File: config.mk
export PLATFORM = sky130hd
export DESIGN_NAME = sipo_rx_ctrl
export DESIGN_NICKNAME = d
export VERILOG_FILES = /design/src/rtl/sipo_rx_pkg.sv /design/src/rtl/shift_in_reg.sv /design/src/rtl/sipo_rx_ctrl.sv
export SDC_FILE = /design/constraint.sdc
export NUM_CORES = 1
export LEC_CHECK = 0
export ABC_AREA = 1
export CAP_MARGIN = 20
export CORE_MARGIN = 3
export CORE_UTILIZATION = 29
export CTS_BUF_LIST = sky130_fd_sc_hd__clkbuf_4 sky130_fd_sc_hd__clkbuf_8
export CTS_CLUSTER_SIZE = 20
export DETAILED_ROUTE_END_ITERATION = 8
export GPL_TIMING_DRIVEN = 0
export HOLD_SLACK_MARGIN = 0.06
export PLACE_DENSITY = 0.47
export SLEW_MARGIN = 15
export SYNTH_ARGS = -nofsm -noshare
export SYNTH_HDL_FRONTEND = slang
export SYNTH_SLANG_ARGS = --single-unit
File: constraint.sdc
create_clock -name clk -period 1.5 [get_ports clk]
set_input_delay 0.15 -clock clk [delete_from_list [all_inputs] [get_ports clk]]
set_output_delay 0.15 -clock clk [all_outputs]
set_load 0.02 [all_outputs]
File: src/rtl/sipo_rx_pkg.sv
// Shared definitions for the serial-frame receiver: state encoding and counter sizing.
// Latency: none (types, constants and a constant function only).
// Backpressure: not applicable.
package sipo_rx_pkg;

  localparam int ST_W      = 3;
  localparam int DEF_WIDTH = 4;
  localparam int DEF_DIV   = 8;

  typedef enum logic [ST_W-1:0] {
    IDLE      = 3'd0,
    START     = 3'd1,
    DATA      = 3'd2,
    STOP      = 3'd3,
    WAIT_HIGH = 3'd4
  } rx_state_e;

  // Bits needed to count 0..n-1; never less than one bit.
  function automatic int cnt_w(input int n);
    return (n <= 2) ? 1 : $clog2(n);
  endfunction

endpackage

File: src/rtl/shift_in_reg.sv
// Serial-in/parallel-out register: new bits enter at the MSB, contents move toward the LSB.
// Latency: one clk from ena to the bit appearing in data_out.
// Backpressure: none; holds its contents whenever ena is low.
module shift_in_reg #(
  parameter int WIDTH = 4
) (
  input  logic             clk,
  input  logic             clr_n,
  input  logic             ena,
  input  logic             data_in,
  output logic [WIDTH-1:0] data_out
);

  logic [WIDTH-1:0] sr_q;

  // Shift one position toward the LSB, inserting the new bit at the MSB.
  always_ff @(posedge clk or negedge clr_n) begin
    if (!clr_n) begin
      sr_q <= '0;
    end else if (ena) begin
      sr_q <= {data_in, sr_q[WIDTH-1:1]};
    end
  end

  assign data_out = sr_q;

endmodule

File: src/rtl/sipo_rx_ctrl.sv
// Serial-frame receiver: start detect, mid-bit sampling, stop check, word hand-off.
// Latency: word registered DIV/2+(WIDTH+1)*DIV clks after the synchronized start edge is seen.
// Backpressure: one-word output register; a word arriving while one is pending is dropped and flags overrun.
module sipo_rx_ctrl
  import sipo_rx_pkg::*;
#(
  parameter int WIDTH = DEF_WIDTH,
  parameter int DIV   = DEF_DIV
) (
  input  logic             clk,
  input  logic             clr_n,
  input  logic             en,
  input  logic             serial_in,
  input  logic             out_ready,
  input  logic             ovr_clr,
  output logic [WIDTH-1:0] out_data,
  output logic             out_valid,
  output logic             frame_err,
  output logic             overrun,
  output logic             busy
);

  localparam int DIV_CW = cnt_w(DIV);
  localparam int BIT_CW = cnt_w(WIDTH);
  localparam logic [DIV_CW-1:0] DIV_LAST  = DIV_CW'(DIV - 1);
  localparam logic [DIV_CW-1:0] HALF_LAST = DIV_CW'(DIV / 2 - 1);
  localparam logic [BIT_CW-1:0] BIT_LAST  = BIT_CW'(WIDTH - 1);

  logic              sync1_q;
  logic              rx_s_q;

  rx_state_e         state_q, state_d;
  logic [DIV_CW-1:0] div_cnt_q, div_cnt_d;
  logic [BIT_CW-1:0] bit_cnt_q, bit_cnt_d;
  logic              shift_en_q, shift_en_d;
  logic              deliver;
  logic              stop_bad;
  logic              div_last;

  logic [WIDTH-1:0]  sr_data;
  logic [WIDTH-1:0]  out_data_q, out_data_d;
  logic              out_valid_q, out_valid_d;
  logic              overrun_q, overrun_d;
  logic              frame_err_q;

  // Two-flop synchronizer; idles high so reset never looks like a start bit.
  always_ff @(posedge clk or negedge clr_n) begin
    if (!clr_n) begin
      sync1_q <= 1'b1;
      rx_s_q  <= 1'b1;
    end else begin
      sync1_q <= serial_in;
      rx_s_q  <= sync1_q;
    end
  end

  assign div_last = (div_cnt_q == DIV_LAST);

  // Next state, bit/divider counters and the look-ahead shift enable.
  always_comb begin
    state_d   = state_q;
    bit_cnt_d = bit_cnt_q;
    deliver   = 1'b0;
    stop_bad  = 1'b0;
    case (state_q)
      IDLE: begin
        if (!rx_s_q) state_d = START;
      end
      START: begin
        if (div_cnt_q == HALF_LAST) begin
          if (!rx_s_q) begin
            state_d   = DATA;
            bit_cnt_d = '0;
          end else begin
            state_d = IDLE;
          end
        end
      end
      DATA: begin
        if (div_last) begin
          if (bit_cnt_q == BIT_LAST) begin
            state_d   = STOP;
            bit_cnt_d = '0;
          end else begin
            bit_cnt_d = bit_cnt_q + 1'b1;
          end
        end
      end
      STOP: begin
        if (div_last) begin
          if (rx_s_q) begin
            deliver = 1'b1;
            state_d = IDLE;
          end else begin
            stop_bad = 1'b1;
            state_d  = WAIT_HIGH;
          end
        end
      end
      WAIT_HIGH: begin
        if (rx_s_q) state_d = IDLE;
      end
      default: state_d = IDLE;
    endcase

    if (!en) begin
      state_d   = IDLE;
      bit_cnt_d = '0;
      deliver   = 1'b0;
      stop_bad  = 1'b0;
    end

    // Divider restarts on every state entry and only runs in timed states.
    if (state_d != state_q || state_q == IDLE || state_q == WAIT_HIGH) begin
      div_cnt_d = '0;
    end else if (div_last) begin
      div_cnt_d = '0;
    end else begin
      div_cnt_d = div_cnt_q + 1'b1;
    end

    // Registered one cycle early so the pulse lines up with the sample edge.
    shift_en_d = (state_d == DATA) && (div_cnt_d == DIV_LAST);
  end

  // Controller state and counters.
  always_ff @(posedge clk or negedge clr_n) begin
    if (!clr_n) begin
      state_q     <= IDLE;
      div_cnt_q   <= '0;
      bit_cnt_q   <= '0;
      shift_en_q  <= 1'b0;
      frame_err_q <= 1'b0;
    end else begin
      state_q     <= state_d;
      div_cnt_q   <= div_cnt_d;
      bit_cnt_q   <= bit_cnt_d;
      shift_en_q  <= shift_en_d;
      frame_err_q <= stop_bad;
    end
  end

  shift_in_reg #(
    .WIDTH (WIDTH)
  ) u_shift (
    .clk      (clk),
    .clr_n    (clr_n),
    .ena      (shift_en_q),
    .data_in  (rx_s_q),
    .data_out (sr_data)
  );

  // Output handshake: consume, deliver (same-edge consume frees the slot), overrun set beats clear.
  always_comb begin
    out_data_d  = out_data_q;
    out_valid_d = out_valid_q;
    overrun_d   = overrun_q;
    if (out_valid_q && out_ready) out_valid_d = 1'b0;
    if (ovr_clr) overrun_d = 1'b0;
    if (deliver) begin
      if (!out_valid_q || out_ready) begin
        out_data_d  = sr_data;
        out_valid_d = 1'b1;
      end else begin
        overrun_d = 1'b1;
      end
    end
  end

  // Output word, valid and sticky overrun registers.
  always_ff @(posedge clk or negedge clr_n) begin
    if (!clr_n) begin
      out_data_q  <= '0;
      out_valid_q <= 1'b0;
      overrun_q   <= 1'b0;
    end else begin
      out_data_q  <= out_data_d;
      out_valid_q <= out_valid_d;
      overrun_q   <= overrun_d;
    end
  end

  assign out_data  = out_data_q;
  assign out_valid = out_valid_q;
  assign overrun   = overrun_q;
  assign frame_err = frame_err_q;
  assign busy      = (state_q != IDLE);

endmodule

Word level (Yosys, flattened, before mapping)
Index checks and enable logic that the tools add are counted.
Storage, ports and cells
  flip-flop bits (word level): 22
  latch bits: 0
  RAM bits: 0
  ROM bits: 0
  word-level logic and storage cells: 69
  memories kept: 0
Operators by class
  $add $sub $neg: 2
  multiply operators: 0
  div/mod/pow operators: 0
  order comparisons: 0
  equal/unequal tests: 14
  shift-type cells: 0
  muxes and demuxes: 32
  bitwise gates (word level): 0
  reduce and logical (&&, ||, !) cells: 10
Operators by type and width (count)
  $mux 3: 10
  $pmux 3 s5: 1
  $mux 1: 14
  $eq 3x2->1 const B: 4
  $mux 2: 6
  $eq 3x3->1 const B: 3
  $ne 3x3->1 const B: 3
  $pmux 2 s2: 1
  $reduce_and 4->1: 1
  $add 3x1->3 const B: 1
  $eq 3x1->1 const B: 1
  $logic_not 3->1: 1
  $logic_or 1x1->1: 3
  $ne 3x1->1 const B: 1
  $ne 3x3->1: 1
  $reduce_bool 3->1: 1
  $add 2x1->2 const B: 1
  $eq 2x2->1 const B: 1
  $logic_and 1x1->1: 2
  $reduce_and 2->1: 1
  $logic_not 1->1: 1

Longest topological paths before layout
Gate-level depths: netlist (run 1).
  word-level depth: 11
  depth in mapped cells: 12
  mapped depth without buffers: 12

Cells and area by module
A second synthesis (run 1) with hierarchy kept.
Unflattened totals
  cells, all modules: 122
  area total of the unflattened synthesis: 1093.5 µm²
By module, submodules not included
  sipo_rx_ctrl: instances 1, cells an instance 105, area each 944.7 µm², sequential area each 452.9 µm²
  shift_in_reg: instances 1, cells an instance 17, area each 148.9 µm², sequential area each 100.1 µm²

Least setup slack after synthesis (run 1)
OpenSTA, ideal clock, no wires.
  kind: register to register
  start point: reg div_cnt_q[0]
  end point: reg shift_en_q
  library setup time: 0.072 ns
  data arrival time: 1.520 ns
  setup slack: -0.091 ns
  stages on the path, launching flop included: 11
  path buffers: 0
  path through: dfrtp_1 > ha_1 > ha_1 > nand2_1 > nand3b_1 > nand2_1 > o21ai_2 > nand2_1 > nand2_1 > nand3_2 > nor2_1
Between the ends
  word-level cells in the longest chain between the ends: 10
  elaborated cells between the ends (all ways): 16
RTL lines
  start, declared: RTL line sipo_rx_ctrl.sv:33  | logic [DIV_CW-1:0] div_cnt_q, div_cnt_d;
  start signal, assigned: RTL line sipo_rx_ctrl.sv:136  | div_cnt_q <= div_cnt_d;
  $eq 3x3->1 / $eq 3x2->1 (equally long branches): RTL line sipo_rx_ctrl.sv:57, sipo_rx_ctrl.sv:70
  $mux 3 (on tied branches): RTL line sipo_rx_ctrl.sv:90, sipo_rx_ctrl.sv:70, sipo_rx_ctrl.sv:80
  $pmux 3 s5: RTL line sipo_rx_ctrl.sv:65  | case (state_q)
  $mux 3: RTL line sipo_rx_ctrl.sv:106  | if (!en) begin
  $ne 3x3->1: RTL line sipo_rx_ctrl.sv:114  | if (state_d != state_q || state_q == IDLE || state_q == WAIT_HIGH) begin
  $logic_or 1x1->1 (2 in series): RTL line sipo_rx_ctrl.sv:114
  $mux 3: RTL line sipo_rx_ctrl.sv:114
  $eq 3x3->1: RTL line sipo_rx_ctrl.sv:123  | shift_en_d = (state_d == DATA) && (div_cnt_d == DIV_LAST);
  $logic_and 1x1->1 (*): RTL line sipo_rx_ctrl.sv:123
  net shift_en_d: RTL line sipo_rx_ctrl.sv:35  | logic shift_en_q, shift_en_d;
  end signal, assigned: RTL line sipo_rx_ctrl.sv:138  | shift_en_q <= shift_en_d;
  end, declared: RTL line sipo_rx_ctrl.sv:35
Mark *: on every way through the listed nets, which the timed path passes. The rest lies on a longest branch.
A chain may end at the register's enable or synchronous reset.

Worst setup path in the final report (run 1)
  start point: reg div_cnt_q[1]
  end point: reg shift_en_q
Same word-level chain as after synthesis.

==> results of run 1 <==
==> synthesized netlist by cell type <==
library cell and count:
inv_1 20, dfstp_2 2, o31ai_1 1, o21ai_1 6
nor3_2 1, clkinv_1 2, nand4_1 4, nand3b_1 1
inv_2 1, nor2_1 9, nor2_4 2, nand3_1 7
a21oi_1 1, buf_6 1, o21ai_0 4, nand3_2 3
dfrtp_1 20, o211ai_1 1, o21ai_2 1, o22ai_1 1
nand2_2 5, nand2_1 23, ha_1 5, nor2_2 2
==> worst paths after layout <==
| check | from | endpoint | slack [ns] | depth (start not counted) |
|---|---|---|---|---|
| max reg2reg | div_cnt_q[1]$_DFF_PN0_ | shift_en_q$_DFF_PN0_ | -0.13 | 10 |
| max | div_cnt_q[1]$_DFF_PN0_ | shift_en_q$_DFF_PN0_ | -0.13 | 10 |
| min | clr_n | bit_cnt_q[1]$_DFFE_PN0P_ | 0.17 | 1 |
| min in group clk | en | bit_cnt_q[1]$_DFFE_PN0P_ | 0.17 | 3 |
| min reg2reg | sync1_q$_DFF_PN1_ | rx_s_q$_DFF_PN1_ | 0.36 | 0 |
| max in group asynchronous | clr_n | rx_s_q$_DFF_PN1_ | 0.81 | 2 |
==> layer usage <==
layer / vias up / routed length, um
li1: 437 / -
met1: 395 / 999
met2: 14 / 1050
met3: 2 / 93
met4: 0 / 21
met5: - / 0
==> registers in the layout, indices dropped and copies added (netlist names) <==
| register | count |
|---|---|
| shift_en_q | 1 |
| state_q | 3 |
| bit_cnt_q | 2 |
| sync1_q | 1 |
| frame_err | 1 |
| div_cnt_q | 3 |
| out_data | 4 |
| rx_s_q | 1 |
| u_shift.data_out | 4 |
| overrun | 1 |
| out_valid | 1 |
==> stage by stage <==
stage | cells | hold slack [ns] | util | worst slack (ns)
after detailed placement | 181 | 0.347 | 0.371 | -0.152
after global placement | 181 | 0.347 | 0.371 | -0.154
after CTS | 188 | 0.162 | 0.409 | -0.113
final | 192 | 0.166 | 0.423 | -0.128
after global routing | 192 | 0.178 | 0.423 | -0.287
after floorplan | 123 | -0.146 | - | 0.00898
==> kinds of logic after synthesis <==
logic type                 Yosys count
and+or+nand+nor                     57
AOI/OAI and AO/OA                   15
DFF                                 22
buffers and inverters               24
adders and majority gates            5
==> where the power goes <==
part	internal, mW	switching (mW)
Clock	0.356	0.201
Sequential	0.603	0.00943
Combinational	0.0420	0.0599
Total	1.00	0.270
==> critical path, delay by kind of cell (launching register included) <==
family / cells / cell delay [ns]
fa+ha+maj: 2 / 0.37
flops: 1 / 0.42
compound gates: 1 / 0.13
simple gates: 7 / 0.63
==> area by class of cell <==
type	count	area [um^2]	area share
Multi-Input combinational cell	77	507	0.345
Clock inverter	1	30.0	0.0205
Clock buffer	3	41.3	0.0281
Tap cell	46	57.6	0.0392
Sequential cell	22	554	0.378
Timing Repair Buffer	19	179	0.122
Inverter	23	87.6	0.0597
Buffer	1	11.3	0.00767
==> timing repair <==
item,in CTS,in global routing
buffers inserted,3,3
setup endpoints to repair,7,11
gates resized for setup,11,5
pin swaps,2,2
==> results.cfg, run 1 <==
[floorplan]
start_util = 0.315
dieArea_um2 = 4540
core-area_um2 = 3470
ios = 14
std_cell_rows = 21
die_w_um = 67.4
die_y_um = 67.4

[worst_setup_path]
critPathMaxStageDelay_ns = 0.42
crit_path_top_delay_cell = dfrtp_1
end_kind = flop
start_kind = flop
required_ns = 1.69
cp_data_arrival_time_ns = 1.82
path_cells = ha_4, ha_4, nand2_1, nand3b_1, nand2_2, o21ai_2, nand2_1, nand2_2, nand3_2, nor2_1
cp_max_fo = 3
path_class = flop to flop

[clocking]
clk_latency_ns = 0.26
clock-sinks = 22
ctsHtreeMaxLevel = 1
cts.clk_slew.worst_paths_ns = 0.09
cts_made_buffers = 3
cts_root_buffer = clkbuf_8
tritoncts = done
clk_path_buf_depth = 2
postCtsHoldBufs = 0

[grt]
grt_antenna_before_repair = 0
grt_pass1_wl_um = 3680
use_met2 = 0.189
use_met3 = 0.0233
grt-ovfl-total = 0
met1_usage = 0.128
top_usage_layer = met2
grt_pass1_vias = 842
track_usage = 0.108
grt_max_degree = 23

[sta]
fmax_mhz = 614
slew_headroom = 0.737
setup_tns_ns = -0.498
drv_slew = 0
setup_viol = 6
hold_violations = 0
worst_pin_slew_ns = 0.394
setup_slack_ns = -0.128
clock_skew_ns = 0.0121
grt_setup_unrepaired = yes
fin_crit_ns = 1.63
min_period_over_period = 1.09

[logic_synthesis]
ys_seq_area_frac = 0.506
syn_area_um2 = 1090
synthMuxAreaShare = 0
yosysTopAreaCell = dfrtp_1
synth_compound_area_frac = 0.0779
synthXorXnorAreaFrac = 0
synth_top_family_by_area = simple AND/OR/NAND/NOR gates
synth_nets = 134
synth-seq-cells = 22
syn-instance-count = 123
synth_top_area_share = 0.458
ys_top_cells_by_area = dfrtp_1 46%, nand2_1 7.9%, inv_1 6.9%, ha_1 5.7%, dfstp_2 4.8%
yosys.area_share.adder = 0.0573
synth-simple-area-share = 0.269
syn_area_per_cell_um2 = 8.88
synth.distinct_cells = 24
yosysWarnings = 0

[outcome]
violations = setup timing
status = complete, but fails checks

[cells_and_area]
drive_above_1_share = 0.301
n_fill_cell = 354
antenna_cells = 0
final_area_um2 = 1470
final_cell_mix = 19 x inv_1, 19 x nand2_1, 19 x dfrtp_1
syn_to_final_growth_pct = 34.4
fin_nets = 158

[route]
first_iter_violations = 34
postRouteAntennaNets = 0
drc = 0
first_pass_iters = 4
via_count = 848
wirelength_um = 2160
avgViaCountPerCell = 4.42
routedWlPerCell_um = 11.3

[placement]
place_area_um2 = 1290
hpwl_um = 1540
place.gp.congestion = 0.792
portBuffers = 12

[power]
powerDensity_nw_per_um2 = 866
ir_drop_v = 0.000378
leakagePower_nw = 0.690
p_total_mw = 1.27

[worst_hold_path]
hp-class = input port to asynchronous set/reset pin

[run]
maxCapViolCount = 0
No activity file was read; power rests on OpenSTA's default activity.
==> run 2, diff against run 1 <==
- ABC_AREA: 1 -> unset
==> results.cfg, run 2 <==
[clocking]
clk_path_buf_depth = 2
postCtsHoldBufs = 0
clock-sinks = 22
cts_made_buffers = 3
tritoncts = done
cts.clk_slew.worst_paths_ns = 0.08
cts_root_buffer = clkbuf_8
clk_latency_ns = 0.26
ctsHtreeMaxLevel = 1

[grt]
track_usage = 0.107
grt_pass1_wl_um = 3590
grt_pass1_vias = 750
grt-ovfl-total = 0
grt_max_degree = 23
grt_antenna_before_repair = 0

[route]
avgViaCountPerCell = 4.81
wirelength_um = 2090
first_iter_violations = 20
postRouteAntennaNets = 0
via_count = 755
routedWlPerCell_um = 13.3
drc = 0
first_pass_iters = 4

[logic_synthesis]
synth_top_family_by_area = simple AND/OR/NAND/NOR gates
synth-seq-cells = 22
synthMuxAreaShare = 0.113
ys_seq_area_frac = 0.518
ys_top_cells_by_area = dfrtp_1 47%, ha_1 5.9%, dfstp_2 4.9%, mux2_1 4.2%, mux2_2 4.2%
synth_ff_type = dfrtp_1
synth_nets = 99
synth.distinct_cells = 35
syn_area_per_cell_um2 = 12.1
yosys.area_share.adder = 0.0586
synth_edf_count = 0
async_reset_ff_frac = 1.00
synthXorXnorAreaFrac = 0
synth-simple-area-share = 0.232
synth_compound_area_frac = 0.0516
yosysWarnings = 0
yosysTopAreaCell = dfrtp_1
syn-instance-count = 88
syn_area_um2 = 1070
yosysMostFrequentCell = dfrtp_1
synth_common_cells = 20 x dfrtp_1, 6 x nand2_1, 5 x ha_1, 5 x nor2_1
synth_top_area_share = 0.469

[floorplan]
core-area_um2 = 3440
die_w_um = 66.7
start_util = 0.310
dieArea_um2 = 4440
ios = 14
std_cell_rows = 21
die_y_um = 66.7

[worst_setup_path]
cp_max_fo = 4
start_kind = flop
crit_start = div_cnt_q[0]$_DFF_PN0_
end_kind = flop
cp-endpoint = shift_en_q$_DFF_PN0_
r2r_end = shift_en_q$_DFF_PN0_
cp_data_arrival_time_ns = 1.84
r2r_start = div_cnt_q[0]$_DFF_PN0_
path_class = flop to flop
reg2reg_setup_slack_ns = -0.14
required_ns = 1.70
reg2reg_depth = 5

[sta]
min_period_over_period = 1.09
worst_pin_slew_ns = 0.389
grt_setup_unrepaired = yes
slew_headroom = 0.740
drv_slew = 0
setup_slack_ns = -0.138
hold_violations = 0
fmax_mhz = 610
fin_crit_ns = 1.64
setup_viol = 7
whs_ns = 0.180
clock_skew_ns = 0.00717

[outcome]
status = complete, but fails checks
violations = setup timing

[placement]
portBuffers = 13
place_inst = 147
place_area_um2 = 1260
place.gp.congestion = 0.730
hpwl_um = 1440

[cells_and_area]
layout.cells.non_filler = 157
syn_to_final_growth_pct = 39.2
mostFrequentLayoutCell = dfrtp_1
final_area_um2 = 1490
drive_above_1_share = 0.378
fin_nets = 123
antenna_cells = 0
final_cell_mix = 19 x dfrtp_1, 12 x clkdlybuf4s50_1, 6 x nand2_1

[power]
pwr-share-comb = 0.079
ir_drop_v = 0.000354
p_total_mw = 1.25
seqPwrFrac = 0.487
power.switching_mw = 0.243
swShare = 0.194
leakagePower_nw = 0.650
power.share.clock = 0.434
p_int_mw = 1.01
powerDensity_nw_per_um2 = 843

[run]
maxCapViolCount = 0

[worst_hold_path]
hp-class = input port to asynchronous set/reset pin
[run 2: changes by cell type after synthesis, sizes merged, moves of 8 or more]
cell / delta
nor2: -8
inv: -19
nand2: -22
o21ai: -8
nand3: -9
mux2: +8
[run 2: worst max-delay path: stages, from the launching register on]
cell     delay, ns
dfrtp_1       0.42
ha_4          0.20
ha_1          0.24
or2_2         0.34
nor3_2        0.18
and4_1        0.21
[run 2: how the worst min path moves through the flow]
stage / endpoint / startpoint / depth (start not counted) / slack, ns
after floorplan: bit_cnt_q[0]$_DFFE_PN0P_ / clr_n / 0 / -0.15
after global placement: rx_s_q$_DFF_PN1_ / sync1_q$_DFF_PN1_ / 0 / 0.35
after detailed placement: rx_s_q$_DFF_PN1_ / sync1_q$_DFF_PN1_ / 0 / 0.35
after CTS: sync1_q$_DFF_PN1_ / serial_in / 1 / 0.31
after global routing: div_cnt_q[2]$_DFF_PN0_ / clr_n / 1 / 0.21
final: frame_err$_DFF_PN0_ / clr_n / 1 / 0.18
[run 2: power by group through the flow]
stage	Sequential [mW]	Clock [mW]	Combinational, mW
after detailed placement	0.619	0	0.0724
after global routing	0.611	0.595	0.107
final	0.610	0.544	0.0984
after global placement	0.619	0	0.0722
after floorplan	0.617	0	0.0351
after CTS	0.609	0.561	0.0764
[run 2: area by class of cell]
type                            instances  area [um^2]
Sequential cell                        22          554
Tap cell                               46         57.6
Timing Repair Buffer                   19          184
Buffer                                  3         27.5
Multi-Input combinational cell         61          583
Clock inverter                          1         30.0
Fill cell                             316         1960
Clock buffer                            3         41.3
Inverter                                2         7.51
[run 2: cell families (layout without fill, tap and decap cells)]
logic type	count (synthesis)	after routing
mux	11	11
flops	22	22
buf+inv	5	28
compound gates	9	9
simple gates	36	36
fa+ha+maj	5	5
[run 2: per-layer routing]
| layer | vias up | share of wire | track usage |
|---|---|---|---|
| li1 | 360 | - | - |
| met1 | 374 | 0.45 | 0.142 |
| met2 | 19 | 0.50 | 0.175 |
| met3 | 2 | 0.041 | 0.0270 |
| met4 | 0 | 0.0062 | 0.0228 |
| met5 | - | 0 | 0 |
[run 2: through the flow]
step                setup TNS [ns]  setup WS, ns   util
floorplan                  -0.0398       -0.0398      -
global route                 -1.20        -0.183  0.431
CTS                         -0.836        -0.145  0.412
finish                      -0.531        -0.138  0.431
global placement             -1.87        -0.311  0.365
detailed placement           -1.79        -0.307  0.365
[run 2: timing repair]
action / in CTS / in global routing
endpoints found under the setup margin: 9 / 10
gates resized for setup: 21 / 5
buffers inserted: 1 / 4
pin swaps: 7 / 6
